`src/rtl/am2932_pkg.sv`:
```
// am2932 program control unit: opcodes, sequencer commands, FSM states,
// and command classification helpers shared by the sequencer files.
package am2932_pkg;

  localparam logic [3:0] PRST = 4'b0000;
  localparam logic [3:0] PSUS = 4'b0001;
  localparam logic [3:0] PSHD = 4'b0010;
  localparam logic [3:0] POPS = 4'b0011;
  localparam logic [3:0] FPC  = 4'b0100;
  localparam logic [3:0] FR   = 4'b0101;
  localparam logic [3:0] FSTK = 4'b0110;
  localparam logic [3:0] RTS  = 4'b0111;
  localparam logic [3:0] FD   = 4'b1000;
  localparam logic [3:0] FRD  = 4'b1001;
  localparam logic [3:0] FPCD = 4'b1010;
  localparam logic [3:0] JMPR = 4'b1011;
  localparam logic [3:0] JPPR = 4'b1100;
  localparam logic [3:0] JSBR = 4'b1101;
  localparam logic [3:0] JSBD = 4'b1110;
  localparam logic [3:0] PLDR = 4'b1111;

  localparam logic [2:0] CMD_FETCH = 3'd0;
  localparam logic [2:0] CMD_JMP   = 3'd1;
  localparam logic [2:0] CMD_JREL  = 3'd2;
  localparam logic [2:0] CMD_CALL  = 3'd3;
  localparam logic [2:0] CMD_RET   = 3'd4;
  localparam logic [2:0] CMD_PUSHD = 3'd5;
  localparam logic [2:0] CMD_POP   = 3'd6;
  localparam logic [2:0] CMD_RESET = 3'd7;

  typedef enum logic [1:0] {
    RST,
    IDLE,
    LDR,
    EXE
  } state_t;

  function automatic logic is_push(input logic [2:0] c);
    return (c == CMD_CALL) || (c == CMD_PUSHD);
  endfunction

  function automatic logic is_pop(input logic [2:0] c);
    return (c == CMD_RET) || (c == CMD_POP);
  endfunction

  // Commands that first load the R register via PLDR.
  function automatic logic two_phase(input logic [2:0] c);
    return (c == CMD_JMP) || (c == CMD_JREL) ||
           (c == CMD_CALL);
  endfunction

  // Opcode issued in the EXE cycle of a command.
  function automatic logic [3:0] op_of(input logic [2:0] c);
    logic [3:0] o;
    o = FPC;
    unique case (c)
      CMD_FETCH: o = FPC;
      CMD_JMP:   o = JMPR;
      CMD_JREL:  o = JPPR;
      CMD_CALL:  o = JSBR;
      CMD_RET:   o = RTS;
      CMD_PUSHD: o = PSHD;
      CMD_POP:   o = POPS;
      CMD_RESET: o = PRST;
    endcase
    return o;
  endfunction

endpackage

```
`src/rtl/am2932_depth_trk.sv`:
```
// Mirror of the am2932 stack pointer with saturating push/pop, full/empty
// prediction for the acceptance guard, and the full_ consistency check.
// Ports: i_clk, i_rst_n (sync), i_clr, i_push, i_pop, i_chk, i_full_n,
//        o_depth, o_full_pred, o_empty_pred, o_err_sync.
module am2932_depth_trk #(
  parameter int DEPTH = 17
) (
  input  logic       i_clk,
  input  logic       i_rst_n,
  input  logic       i_clr,
  input  logic       i_push,
  input  logic       i_pop,
  input  logic       i_chk,
  input  logic       i_full_n,
  output logic [4:0] o_depth,
  output logic       o_full_pred,
  output logic       o_empty_pred,
  output logic       o_err_sync
);

  localparam logic [4:0] LP_DEPTH = 5'(DEPTH);

  logic [4:0] r_depth;
  logic [4:0] w_depth_nxt;
  logic       r_err_sync;
  logic       w_sync_bad;

  // Depth once the EXE currently in flight has completed.
  always_comb begin
    w_depth_nxt = r_depth;
    if (i_push && (r_depth != LP_DEPTH))
      w_depth_nxt = r_depth + 5'd1;
    else if (i_pop && (r_depth != 5'd0))
      w_depth_nxt = r_depth - 5'd1;
  end

  assign o_full_pred  = (w_depth_nxt == LP_DEPTH);
  assign o_empty_pred = (w_depth_nxt == 5'd0);

  // The slices only report full_, so a mismatch at the full
  // point is the only divergence visible from outside.
  assign w_sync_bad = i_chk &&
    ((r_depth == LP_DEPTH) != !i_full_n);

  always_ff @(posedge i_clk) begin
    if (!i_rst_n) begin
      r_depth    <= 5'd0;
      r_err_sync <= 1'b0;
    end else if (i_clr) begin
      r_depth    <= 5'd0;
      r_err_sync <= 1'b0;
    end else begin
      r_depth <= w_depth_nxt;
      if (w_sync_bad)
        r_err_sync <= 1'b1;
    end
  end

  assign o_depth    = r_depth;
  assign o_err_sync = r_err_sync;

endmodule

```
`src/rtl/am2932_seq_ctl.sv`:
```
// Command sequencer for a cascaded am2932 PC array: turns handshaked
// commands into PLDR/opcode sequences, drives D/ci, mirrors stack depth.
// Ports: cp, rst_ (sync, low), cmd_valid/cmd_ready/cmd/cmd_addr, full_,
//        i, d, d_oe_, ci, depth, err_ovf, err_unf, err_sync.
// Option AM2932_SEQ_CTL_HOLD_EN adds input hold (PSUS while idle).
module am2932_seq_ctl
  import am2932_pkg::*;
#(
  parameter int W     = 16,
  parameter int DEPTH = 17
) (
  input  logic         cp,
  input  logic         rst_,
  input  logic         cmd_valid,
  output logic         cmd_ready,
  input  logic [2:0]   cmd,
  input  logic [W-1:0] cmd_addr,
  input  logic         full_,
`ifdef AM2932_SEQ_CTL_HOLD_EN
  input  logic         hold,
`endif
  output logic [3:0]   i,
  output logic [W-1:0] d,
  output logic         d_oe_,
  output logic         ci,
  output logic [4:0]   depth,
  output logic         err_ovf,
  output logic         err_unf,
  output logic         err_sync
);

  state_t       r_state;
  state_t       w_state;
  logic [3:0]   r_i;
  logic [3:0]   w_i;
  logic [W-1:0] r_d;
  logic [W-1:0] w_d;
  logic         r_oe_n;
  logic         w_oe_n;
  logic         r_ci;
  logic         w_ci;
  logic         r_rdy;
  logic         w_rdy;
  logic [3:0]   r_op;
  logic [3:0]   w_op;
  logic         r_push;
  logic         w_push;
  logic         r_pop;
  logic         w_pop;
  logic         r_ovf;
  logic         r_unf;

  logic         w_acc;
  logic         w_clr;
  logic         w_hold;
  logic [2:0]   w_cmd;
  logic         w_ovf;
  logic         w_unf;
  logic         w_full_pred;
  logic         w_empty_pred;

`ifdef AM2932_SEQ_CTL_HOLD_EN
  assign w_hold = hold;
`else
  assign w_hold = 1'b0;
`endif

  assign w_acc = cmd_valid & r_rdy;
  assign w_clr = w_acc && (cmd == CMD_RESET);

  am2932_depth_trk #(
    .DEPTH(DEPTH)
  ) u_trk (
    .i_clk       (cp),
    .i_rst_n     (rst_),
    .i_clr       (w_clr),
    .i_push      ((r_state == EXE) && r_push),
    .i_pop       ((r_state == EXE) && r_pop),
    .i_chk       (r_state == IDLE),
    .i_full_n    (full_),
    .o_depth     (depth),
    .o_full_pred (w_full_pred),
    .o_empty_pred(w_empty_pred),
    .o_err_sync  (err_sync)
  );

  // A stack command that would over/underflow degrades to FETCH.
  always_comb begin
    w_cmd = cmd;
    w_ovf = 1'b0;
    w_unf = 1'b0;
    if (is_push(cmd) && w_full_pred) begin
      w_cmd = CMD_FETCH;
      w_ovf = 1'b1;
    end else if (is_pop(cmd) && w_empty_pred) begin
      w_cmd = CMD_FETCH;
      w_unf = 1'b1;
    end
  end

  always_comb begin
    w_state = IDLE;
    w_i     = FPC;
    w_d     = r_d;
    w_oe_n  = 1'b1;
    w_ci    = 1'b1;
    w_rdy   = 1'b1;
    w_op    = r_op;
    w_push  = 1'b0;
    w_pop   = 1'b0;
    unique case (r_state)
      RST: begin
        w_state = IDLE;
      end
      LDR: begin
        w_state = EXE;
        w_i     = r_op;
        w_push  = r_push;
        w_pop   = r_pop;
      end
      IDLE, EXE: begin
        if (w_acc) begin
          w_op   = op_of(w_cmd);
          w_push = is_push(w_cmd);
          w_pop  = is_pop(w_cmd);
          if (two_phase(w_cmd)) begin
            w_state = LDR;
            w_i     = PLDR;
            w_d     = cmd_addr;
            w_oe_n  = 1'b0;
            w_ci    = 1'b0;
            w_rdy   = 1'b0;
          end else begin
            w_state = EXE;
            w_i     = op_of(w_cmd);
            if (w_cmd == CMD_PUSHD) begin
              w_d    = cmd_addr;
              w_oe_n = 1'b0;
            end
          end
        end
      end
    endcase
    // Suspend freezes the PC and tristates Y while idle.
    if ((w_state == IDLE) && w_hold) begin
      w_i   = PSUS;
      w_ci  = 1'b0;
      w_rdy = 1'b0;
    end
  end

  always_ff @(posedge cp) begin
    if (!rst_) begin
      r_state <= RST;
      r_i     <= PRST;
      r_d     <= '0;
      r_oe_n  <= 1'b1;
      r_ci    <= 1'b0;
      r_rdy   <= 1'b0;
      r_op    <= PRST;
      r_push  <= 1'b0;
      r_pop   <= 1'b0;
    end else begin
      r_state <= w_state;
      r_i     <= w_i;
      r_d     <= w_d;
      r_oe_n  <= w_oe_n;
      r_ci    <= w_ci;
      r_rdy   <= w_rdy;
      r_op    <= w_op;
      r_push  <= w_push;
      r_pop   <= w_pop;
    end
  end

  always_ff @(posedge cp) begin
    if (!rst_) begin
      r_ovf <= 1'b0;
      r_unf <= 1'b0;
    end else if (w_clr) begin
      r_ovf <= 1'b0;
      r_unf <= 1'b0;
    end else begin
      if (w_acc && w_ovf)
        r_ovf <= 1'b1;
      if (w_acc && w_unf)
        r_unf <= 1'b1;
    end
  end

  assign cmd_ready = r_rdy;
  assign i         = r_i;
  assign d         = r_d;
  assign d_oe_     = r_oe_n;
  assign ci        = r_ci;
  assign err_ovf   = r_ovf;
  assign err_unf   = r_unf;

endmodule

```
`config.mk`:
```
export PLATFORM = sky130hd
export DESIGN_NAME = am2932_seq_ctl
export DESIGN_NICKNAME = d
export VERILOG_FILES = /design/src/rtl/am2932_pkg.sv /design/src/rtl/am2932_depth_trk.sv /design/src/rtl/am2932_seq_ctl.sv
export SDC_FILE = /design/constraint.sdc
export NUM_CORES = 1
export LEC_CHECK = 0
export ABC_AREA = 1
export CORE_ASPECT_RATIO = 1.1
export CORE_UTILIZATION = 50
export DETAILED_ROUTE_END_ITERATION = 12
export PLACE_DENSITY = 0.82
export SYNTH_ARGS = -nofsm -noshare
export SYNTH_HDL_FRONTEND = slang
export SYNTH_SLANG_ARGS = --single-unit
export TNS_END_PERCENT = 50
```
`constraint.sdc`:
```
create_clock -name cp -period 2.6 [get_ports cp]
set_input_delay 0.39 -clock cp [delete_from_list [all_inputs] [get_ports cp]]
set_output_delay 0.39 -clock cp [all_outputs]
set_load 0.02 [all_outputs]
```
==> impl_metrics.yaml <==
power:
  p_switching_mw: 0.3350
  power_mw: 1.437
  p_clk_frac: 0.439
  vdd_drop_max_mv: 0.4156
  leakagePower_nw: 1.374
  combPwrFrac: 0.134
  sequentialPowerShare: 0.427
  p_int_mw: 1.102
  power.density_mw_per_mm2: 489.4
  swShare: 0.2331
synthesis:
  ys_types: 29
  yosysSeqAreaShare: 0.3395
  synth-warning-count: 0
  ys_ff_latch: 38
  syn_nets: 335
  syn_area_mm2: 0.002241
  netlist_instances: 308
  syn_avg_cell_area_um2: 7.276
clock_tree:
  numCtsBuffers: 5
  hold_buffers: 0
  cts_root_buf: "clkbuf_8"
  ctsResizeCount: 0
  cts_tree: "done"
  cts_max_level: 2
  clock_path_buffers: 2
  clock_sinks: 38
  clkLatencyLatePin_ns: 0.30
  clkTransAtPathRegs_ns: 0.08
  post-cts-setup-buffer-count: 0
route:
  routed_wl_um: 4951
  remaining_drc_errors: 0
  vias: 2058
  postRouteAntennaNets: 0
  avgViaCountPerCell: 4.912
  wl_per_cell_um: 11.82
  drtIter0Drc: 108
  first_pass_iters: 4
die:
  start_util: 0.5229
  die_area_mm2: 0.004754
  rows: 25
  ios: 54
  die_h_um: 72.22
  die_w_um: 65.83
  core_area_mm2: 0.004285
sta:
  finalMaxSlewViolations: 0
  max_slew.worst_pin.slew_ns: 0.3691
  finalSetupTns_ns: 0
  finalCritPeriodShare: 0.9013
  maxSlewHeadroom: 0.7536
  rsz0062_at_grt: "no"
  final-setup-viol-count: 0
  hold_violations: 0
  period_minus_slack_ns: 2.343
  max_freq_ghz: 0.4268
  skew_ns: 0.005567
grt:
  track_usage: 0.2208
  grt_pass1_vias: 1869
  grt_max_degree: 24
  grt_pass1_wl_um: 8024
  antenna_found_initial: 0
  grt_overflow: 0
worst_hold_path:
  hold_start: "r_push$_SDFFE_PN0P_"
  holdPathEnd: "r_push$_SDFFE_PN0P_"
  hold_class: "reg2reg"
  hold_depth: 2
worst_setup_path:
  cp_common_cell: "nor2_1"
  crit_fanout: 17
  start_kind: "flop"
  crit_chain: "inv_1 -> ha_1 -> inv_1 -> nor2_1 -> nand2_2 -> nand2_4 -> nand2_2 -> nand2_1 -> nand3_1 -> nor2_4 -> nand2_1 -> nor2_2 -> nor2_2 -> nand4_2 -> nand2_4 -> nor2_1 -> nor2_1"
  slowest_delay_ns: 0.35
  reg2reg_to: "d[10]$_SDFFE_PN0P_"
  r2r_setup_slack_ns: 0.26
  critical_path_class: "reg2reg"
  critPathCaptureType: "flop"
  critPathArrivalTime_ns: 2.54
  crit_required_ns: 2.80
  worst_r2r_path_depth: 17
  worstReg2RegStart: "u_trk.o_depth[0]$_SDFF_PP0_"
  critPathSlowestCell: "dfxtp_1"
placement:
  dpl_cell_area_mm2: 0.002794
  hpwlAfterDp_um: 3741
  place_congestion: 0.9532
  port_buffers: 53
  dp.cells: 411
cells_and_area:
  final_area_mm2: 0.002937
  drive_gt1_frac: 0.1699
  fillers: 377
  final_nets: 391
  layoutNonFillerInstCount: 419
  num_antenna_cells: 0
  final_util: 0.6853
  area_delta_synth_final_pct: 31.04
job:
  maxCapViolations: 0
status:
  status: "finished clean"
placed cells by master (no fill, tap or decap):
master and count:
a21oi_1 12, a31oi_1 1, buf_4 6, bufinv_16 2, clkbuf_8 6, clkdlybuf4s50_1 53
dfxtp_1 38, ha_1 4, inv_1 50, inv_2 1, inv_4 1, nand2_1 62
nand2_2 8, nand2_4 9, nand3_1 14, nand3_2 6, nand3_4 3, nand3b_1 1
nand4_1 19, nand4_2 2, nor2_1 40, nor2_2 12, nor2_4 6, o211ai_1 3
o21a_1 1, o21ai_0 2, o31ai_1 1, xor2_1 2
worst max path at each step:
stage / startpoint / to
3_5_place_dp: cmd[2] / d[12]$_SDFFE_PN0P_
3_3_place_gp: cmd[2] / d[11]$_SDFFE_PN0P_
6_report: u_trk.o_depth[0]$_SDFF_PP0_ / d[10]$_SDFFE_PN0P_
2_1_floorplan: u_trk.o_depth[1]$_SDFF_PP0_ / d[0]$_SDFFE_PN0P_
4_1_cts: u_trk.o_depth[0]$_SDFF_PP0_ / d[12]$_SDFFE_PN0P_
5_1_grt: u_trk.o_depth[0]$_SDFF_PP0_ / d[9]$_SDFFE_PN0P_
final cells by class:
type	instances	area, um^2	area share
Timing Repair Buffer	59	575.6	0.1960
Clock inverter	2	60.06	0.02045
Multi-Input combinational cell	208	1192	0.4060
Clock buffer	6	82.58	0.02812
Tap cell	54	67.56	0.02301
Sequential cell	38	760.7	0.2591
Inverter	52	197.7	0.06732
per-layer routing:
metal / up-vias / track usage / routed length [um]
li1: 1072 / - / -
met1: 933 / 0.2542 / 2117
met5: - / 0 / 0
met2: 46 / 0.3832 / 2508
met3: 7 / 0.05818 / 251
met4: 0 / 0.08937 / 74
state kept, by name, summed over array words and instances, names as in the netlist, named ones only:
name              cells
d                    16
u_trk.o_depth         5
i                     4
r_op                  4
cmd_ready             1
d_oe_                 1
err_ovf               1
err_unf               1
r_pop                 1
r_push                1
r_state               1
u_trk.o_err_sync      1
cell usage after synthesis (all sizes together):
| master | instances | area (um^2) |
|---|---|---|
| a21oi | 12 | 60.06 |
| a31oi | 1 | 6.260 |
| buf | 6 | 75.07 |
| clkbuf | 4 | 15.01 |
| dfxtp | 38 | 760.7 |
| ha | 4 | 50.05 |
| inv | 52 | 197.7 |
| nand2 | 79 | 384.1 |
| nand3 | 23 | 182.7 |
| nand3b | 1 | 7.510 |
| nand4 | 21 | 143.9 |
| nor2 | 58 | 292.8 |
| o211ai | 3 | 22.52 |
| o21a | 1 | 7.510 |
| o21ai | 2 | 10.01 |
| o31ai | 1 | 7.510 |
| xor2 | 2 | 17.52 |
power by group through the flow:
stage	registers [mW]	logic [mW]	clock network, mW
6_report	0.614	0.192	0.631
5_1_grt	0.616	0.210	0.660
4_1_cts	0.614	0.193	0.637
3_5_place_dp	0.627	0.192	0
3_3_place_gp	0.627	0.189	0
2_1_floorplan	0.645	0.0901	0
logic make-up (layout without fill, tap and decap cells):
kind of cell / after synthesis / in the layout / synth area share
xor+xnor: 2 / 2 / 0.007818
buf+inv: 62 / 119 / 0.1284
simple gates: 182 / 182 / 0.4511
fa+ha+maj: 4 / 4 / 0.02233
compound gates: 20 / 20 / 0.05081
flops: 38 / 38 / 0.3395
stage by stage:
step	worst slack (ns)	hold WS (ns)
final	0.2567	0.4652
after global routing	0.001147	0.4870
after CTS	0.2480	0.4677
after detailed placement	0.1730	0.4560
after global placement	0.2488	0.4456
after floorplan	0.3213	0.4436
worst max-delay path, delay by kind of cell (launching register included):
kind | cells | cell delay (ns)
simple gates | 14 | 1.51
fa+ha+maj | 1 | 0.17
flops | 1 | 0.35
buf+inv | 2 | 0.21
Note: power is estimated with default switching activity, not from simulation.
